==> config.mk <==
export PLATFORM = sky130hd
export DESIGN_NAME = boot_loader
export DESIGN_NICKNAME = d
export VERILOG_FILES = /design/src/rtl/boot_loader.sv
export SDC_FILE = /design/constraint.sdc
export NUM_CORES = 1
export LEC_CHECK = 0
export ABC_AREA = 0
export BUFFER_PORTS_ARGS = -buffer_cell sky130_fd_sc_hd__buf_2
export CORE_MARGIN = 4
export CORE_UTILIZATION = 58
export DETAILED_ROUTE_END_ITERATION = 12
export PLACE_DENSITY = 0.83
export SYNTH_ARGS = -nofsm -noshare
export SYNTH_HDL_FRONTEND = slang
export SYNTH_SLANG_ARGS = --single-unit
==> constraint.sdc <==
create_clock -name clk -period 4.55 [get_ports clk]
set_input_delay 0.2275 -clock clk [delete_from_list [all_inputs] [get_ports clk]]
set_output_delay 0.2275 -clock clk [all_outputs]
set_load 0.03 [all_outputs]
==> src/rtl/boot_loader.sv <==
// Loads a big-endian length-prefixed byte image into instruction memory, then releases the CPU.
// Latency: 4 accepted bytes + 1 write cycle per word; cpu_rst 2 cycles after the last byte, run 3.
module boot_loader #(
    parameter int instr_size   = 32,
    parameter int addr_size    = 32,
    parameter int cell_numbers = 256
) (
    input  logic                  clk,
    input  logic                  rst,
    input  logic                  rx_valid,
    input  logic [7:0]            rx_data,
    output logic                  rx_ready,
    input  logic                  start,
    output logic                  mem_we,
    output logic [addr_size-1:0]  mem_addr,
    output logic [instr_size-1:0] mem_data,
    output logic                  cpu_hold,
    output logic                  cpu_rst,
    output logic                  done,
    output logic                  err
);

    typedef enum logic [2:0] {
        LEN_HI,
        LEN_LO,
        DATA,
        WRITE,
        RELEASE,
        RUN,
        ERROR
    } state_t;

    localparam logic [16:0] MAX_LEN = 17'(cell_numbers);

    state_t                  state;
    state_t                  next_state;
    logic [15:0]             len;
    logic [15:0]             len_full;
    logic                    len_bad;
    logic [addr_size-1:0]    word_addr;
    logic [addr_size-1:0]    addr_next;
    logic [1:0]              byte_idx;
    logic [instr_size-1:0]   word;
    logic [instr_size-1:0]   word_shifted;
    logic                    accept;

    assign rx_ready     = (state == LEN_HI) || (state == LEN_LO) || (state == DATA);
    assign accept       = rx_valid && rx_ready;
    assign len_full     = {len[15:8], rx_data};
    assign len_bad      = (len_full == 16'd0) || (len_full[1:0] != 2'd0) ||
                          ({1'b0, len_full} > MAX_LEN);
    assign addr_next    = word_addr + addr_size'(4);
    assign word_shifted = {word[instr_size-9:0], rx_data};

    always_ff @(posedge clk or posedge rst) begin
        if (rst) begin
            state <= LEN_HI;
        end else begin
            state <= next_state;
        end
    end

    always_comb begin
        next_state = state;
        case (state)
            LEN_HI:  if (accept) next_state = LEN_LO;
            LEN_LO:  if (accept) next_state = len_bad ? ERROR : DATA;
            DATA:    if (accept && byte_idx == 2'd3) next_state = WRITE;
            WRITE:   next_state = (addr_next == addr_size'(len)) ? RELEASE : DATA;
            RELEASE: next_state = RUN;
            RUN:     if (start) next_state = LEN_HI;
            ERROR:   if (start) next_state = LEN_HI;
            default: next_state = LEN_HI;
        endcase
    end

    // Status outputs are registered off the next state so they line up with the state they describe.
    always_ff @(posedge clk or posedge rst) begin
        if (rst) begin
            mem_we    <= 1'b0;
            mem_addr  <= '0;
            mem_data  <= '0;
            cpu_hold  <= 1'b1;
            cpu_rst   <= 1'b0;
            done      <= 1'b0;
            err       <= 1'b0;
            len       <= '0;
            word_addr <= '0;
            byte_idx  <= '0;
            word      <= '0;
        end else begin
            mem_we   <= (next_state == WRITE);
            cpu_rst  <= (next_state == RELEASE);
            done     <= (next_state == RUN);
            err      <= (next_state == ERROR);
            cpu_hold <= (next_state != RUN);
            case (state)
                LEN_HI: begin
                    if (accept) len[15:8] <= rx_data;
                end
                LEN_LO: begin
                    if (accept) begin
                        len[7:0]  <= rx_data;
                        word_addr <= '0;
                        byte_idx  <= '0;
                    end
                end
                DATA: begin
                    if (accept) begin
                        word     <= word_shifted;
                        byte_idx <= byte_idx + 2'd1;
                        if (byte_idx == 2'd3) begin
                            mem_data <= word_shifted;
                            mem_addr <= word_addr;
                        end
                    end
                end
                WRITE: begin
                    word_addr <= addr_next;
                end
                default: begin
                end
            endcase
        end
    end

endmodule

== After elaboration in Yosys (flattened, before gate mapping) ==
Index checks and enable logic that the tools add are counted.

* Register bits after elaboration: 146
* Bits of input ports: 12
* Output and inout port bits: 70

* Add/sub/neg operators: 2
* Magnitude comparators: 1
* Equal/unequal tests: 15
* Muxes and demuxes: 12
* Reductions and logical operators: 18

{| class="wikitable"
|+ Operators with widths
! kind !! number
|-
| case mux 32 bit (2 select lines) || 1
|-
| adder 32 x 3 -> 32 bit, second input constant || 1
|-
| == test 32 x 16 -> 1 bit || 1
|-
| two-way mux 32 bit || 1
|-
| == test 3 bit, second input constant || 6
|-
| two-way mux 3 bit || 6
|-
| case mux 3 bit (6 select lines) || 1
|-
| > comparator 16 x 9 -> 1 bit, second input constant || 1
|-
| logical NOT 16 bit || 1
|-
| == test 3 x 2 -> 1 bit, second input constant || 3
|-
| AND reduction 2 bit || 4
|-
| AND reduction 3 bit || 2
|-
| nonzero test 2 bit || 3
|-
| logical OR 1 bit || 4
|-
| two-way mux 2 bit || 2
|-
| inequality test 2 bit, second input constant || 2
|-
| case mux 2 bit (2 select lines) || 1
|-
| == test 3 x 1 -> 1 bit, second input constant || 1
|-
| logical NOT 3 bit || 1
|-
| inequality test 3 bit, second input constant || 1
|-
| adder 2 x 1 -> 2 bit, second input constant || 1
|-
| == test 2 bit, second input constant || 1
|-
| logical AND 1 bit || 2
|-
| OR reduction 2 bit || 1
|}

== Longest topological paths before layout ==
* Depth in word-level cells: 8
* Mapped depth: 10
* Depth with buffers taken out: 8

== Worst setup path after synthesis ==
OpenSTA, ideal clock, no wires.

* Path kind: reg-to-reg
* From: register word_addr[2]
* To: register state[1]
* Arrival: 2.776 ns
* Required time: 4.426 ns
* Setup slack: 1.650 ns
* Stages on the path, launching flop included: 9
* Path buffers: 0
* Cells stage by stage: dfrtp_1 ha_1 xor2_1 nor4_2 nand3_1 or3_1 or4_1 or4_4 o31a_1

* Longest elaborated chain between the ends: 4

{| class="wikitable"
|+ Ends and longest elaborated chain
! item !! RTL line !! text
|-
| start: declaration || 40 || <nowiki>logic [addr_size-1:0] word_addr;</nowiki>
|-
| start signal: assignment || 119 || <nowiki>word_addr <= addr_next;</nowiki>
|-
| adder 32 x 3 -> 32 bit || 52 || <nowiki>assign addr_next = word_addr + addr_size'(4);</nowiki>
|-
| == test 32 x 16 -> 1 bit || 69 || <nowiki>WRITE: next_state = (addr_next == addr_size'(len)) ? RELEASE : DATA;</nowiki>
|-
| two-way mux 3 bit || 69 ||
|-
| case mux 3 bit (6 select lines) || 65 || <nowiki>case (state)</nowiki>
|-
| named net next_state[1] || 36 || <nowiki>state_t next_state;</nowiki>
|-
| end signal: assignment || 59 || <nowiki>state <= next_state;</nowiki>
|-
| end: declaration || 35 || <nowiki>state_t state;</nowiki>
|}

The timed path passes the listed nets, and every way through them passes these cells.
A chain may end at the register's enable or synchronous reset.

== Worst setup path in the final report ==
Same ends and word-level chain as after synthesis.

==> metrics.yaml <==
status:
  outcome: "finished, violations left"
  violations: "negative hold slack"
yosys:
  async_reset_ff_frac: 1.00
  synth_edf_count: 0
  synth_area_sq_mm: 0.00652
  synth-simple-area-share: 0.132
  synth_xor_xnor_area_share: 0.0445
  synth_ff_type: "dfrtp_1"
  synth.area.mux_share: 0.168
  ys_seq_area_frac: 0.545
  synth_seq_cells: 142
  synth_cells: 568
  yosysUniqueCellTypes: 53
  synth_top_family_by_area: "multiplexers"
  synth_adder_area_share: 0.00384
  synth.avg_cell_area_sq_um: 11.5
  yosysWarnings: 0
  synth_compound_area_frac: 0.0767
pwr:
  clkPwrFrac: 0.284
  comb_power_share: 0.316
  power.switching_mw: 1.85
  switching_share: 0.371
  total_power_mw: 4.99
  ir_worst_vdd_v: 0.000434
  p_per_area_mw_per_mm2: 659
  internal-power_mw: 3.14
  p_leak_nw: 3.61
  p_seq_frac: 0.400
die:
  die_y_um: 114
  die_x_um: 114
  ios: 82
  rows: 38
  core_sq_mm: 0.0109
  initial_core_util: 0.596
  dieArea_sq_mm: 0.0130
clock_network:
  clock_latency_ps: 430
  hold_buffers: 0
  post_cts_buffers: 0
  postCtsResizedCells: 0
  cts_made_buffers: 17
  cts_sinks: 142
  path_clk_slew_ps: 60
  cts_tree: "built"
  h-tree-depth: 4
  root_buffer: "clkbuf_16"
  cts_buffer_depth: 2
sta:
  fin_tns_setup_ps: 0
  fmax_ghz: 0.298
  finalClockSkew_ps: 7.22
  finalHoldViolCount: 6
  max_slew.worst_pin.slew_ps: 1250
  finalCritPeriodShare: 0.736
  period_minus_slack_ps: 3350
  setup_violations: 0
  rsz0062_at_grt: "no"
  hold_slack_ps: -18.9
  slew_viol_final: 0
  slew_headroom: 0.164
setup_path:
  slowest_stage: "nor4_2"
  regToRegSetupSlack_ps: 1200
  critPathRequiredTime_ps: 4860
  rr_endpoint: "state[1]"
  cp_slowest_stage_delay_ps: 820
  cp_num_buf_inv: 0
  path_cells: "ha_1, nand4_1, nor4_2, nand2_1, nor2_1, o21ai_1, or4_4, o31a_1"
  endpoint_kind: "flop"
  rr_worst_depth: 8
  r2r_start: "word_addr[2]"
  crit_arrival_ps: 3660
  start_kind: "flop"
  crit_fanout: 11
  crit_family: "simple AND/OR/NAND/NOR gates"
  crit_type: "reg -> reg"
grt:
  antenna_found_initial: 1
  grt_max_degree: 102
  globalRouteOverflowTotal: 0
  grt_usage: 0.224
  grt_pass1_vias: 4655
  grt_pass1_wl_um: 22900
hold_path:
  min_path_type: "in -> async"
cells_and_area:
  synthToLayoutAreaGrowth_pct: 16.0
  multiInputGateArea_sq_mm: 0.00279
  antennaDiodeCount: 0
  drive_above_1_share: 0.322
  nFillCells: 765
  regArea_sq_mm: 0.00355
  nets: 644
route:
  vias: 4651
  postRouteAntennaNets: 0
  drt_iter0_drc: 369
  drc_errors: 0
  via_per_inst: 5.94
  drt-total-wl_um: 13800
  dr.pass1.iters: 5
  wl_per_cell_um: 17.6
placed_design:
  port_buffers: 79
  place_congestion: 0.865
  dp_hpwl_um: 9080
run:
  cap_viol_max_count: 0
[power groups by stage]
stage	combinational, mW	clock (mW)	sequential [mW]
after floorplan	0.914	0	2.23
final	1.58	1.41	2.00
after global placement	1.52	0	1.98
after CTS	1.59	1.43	1.99
after detailed placement	1.57	0	2.02
after global routing	1.71	1.49	2.05
[cells in the final DEF (no fill, tap or decap), types with 15 or more instances in the layout]
master     Yosys  final
xnor2_1       19     19
nand2_1       58     57
mux2_2        78     78
buf_2          6     79
mux2_1        15     15
o21ai_0       42     42
nor2_1        25     24
dfrtp_1      141    141
clkbuf_16      0     17
nand3_1       15     15
[cell families (layout without fill, tap and decap cells)]
group,count (synthesis),after routing
and+or+nand+nor,164,164
AOI/OAI and AO/OA,85,85
xor gates and xnor gates,31,31
buffers and inverters,45,119
DFF,142,142
other,1,2
muxes,98,98
adders and majority gates,2,2
[metrics by stage]
stage | instance area (sq um) | hold WS, ps | worst slack (ps) | cells | utilization
floorplan | 6530 | 333 | 515 | 569 | -
global placement | 6960 | 465 | 1460 | 751 | 0.637
detailed placement | 6960 | 477 | 1320 | 751 | 0.637
CTS | 7570 | 22.5 | 1320 | 783 | 0.692
global route | 7570 | 49.6 | 969 | 783 | 0.692
finish | 7570 | -18.9 | 1200 | 783 | 0.692
[per-layer routing]
metal	GRT usage	wire, um	part of all wire	up-vias
li1	-	-	-	2137
met1	0.294	5880	0.43	2317
met2	0.356	6770	0.49	163
met3	0.0674	845	0.061	34
met4	0.0792	297	0.022	0
met5	0	0	0	-
[sequential cells by signal, summed over array words and instances, names as in the netlist]
signal,count
len,16
err,1
byte_idx,2
word_addr,30
mem_addr,30
mem_data,32
word,24
cpu_rst,1
cpu_hold,1
mem_we,1
state,3
done,1
[synthesized netlist by cell type, drive strengths merged (2+ instances only)]
cell    instances  area (sq um)
or2             3          18.8
inv             5          18.8
nor4            4          37.5
nor2b           4          25.0
xor2           11          96.3
or4             5          41.3
ha              2          25.0
nand2          58           218
and2            8          50.1
o21ai          44           220
and3            3          18.8
nor2           26           100
a31oi           4          25.0
buf            11          63.8
o41ai           3          26.3
mux2i           5          50.1
nor3b           2          15.0
xnor2          20           194
dfrtp         141          3530
and4            5          43.8
nand3          16          92.6
nand4          13          96.3
o31ai          11          82.6
o31a            2          17.5
nor3           10          50.1
mux2           93          1050
clkbuf         29           109
a21oi          13          65.1
nand2b          3          18.8
[worst max path at each step]
stage / from / cells after the start / slack (ps) / endpoint
3_3_place_gp: word_addr[2] / 8 / 1460 / state[1]
5_1_grt: word_addr[2] / 8 / 970 / state[1]
2_1_floorplan: rst / 1 / 510 / byte_idx[0]
4_1_cts: word_addr[2] / 8 / 1320 / state[1]
6_report: word_addr[2] / 8 / 1200 / state[1]
3_5_place_dp: word_addr[2] / 8 / 1320 / state[1]
[layout make-up]
class | instances | share of cell area
clock buffers | 17 | 0.0562
well taps | 140 | 0.0232
repair buffers | 82 | 0.0552
flip-flops and latches | 142 | 0.470
clock inverters | 15 | 0.0236
inverters | 5 | 0.00314
multi-input cells | 382 | 0.369
[worst register-to-register path, delay by kind of cell, from the launching register on]
| family | cells | cell delay, ps |
|---|---|---|
| compound gates | 2 | 380 |
| fa+ha+maj | 1 | 350 |
| simple gates | 5 | 2050 |
| flops | 1 | 470 |
Note: power is estimated with default switching activity, not from simulation.
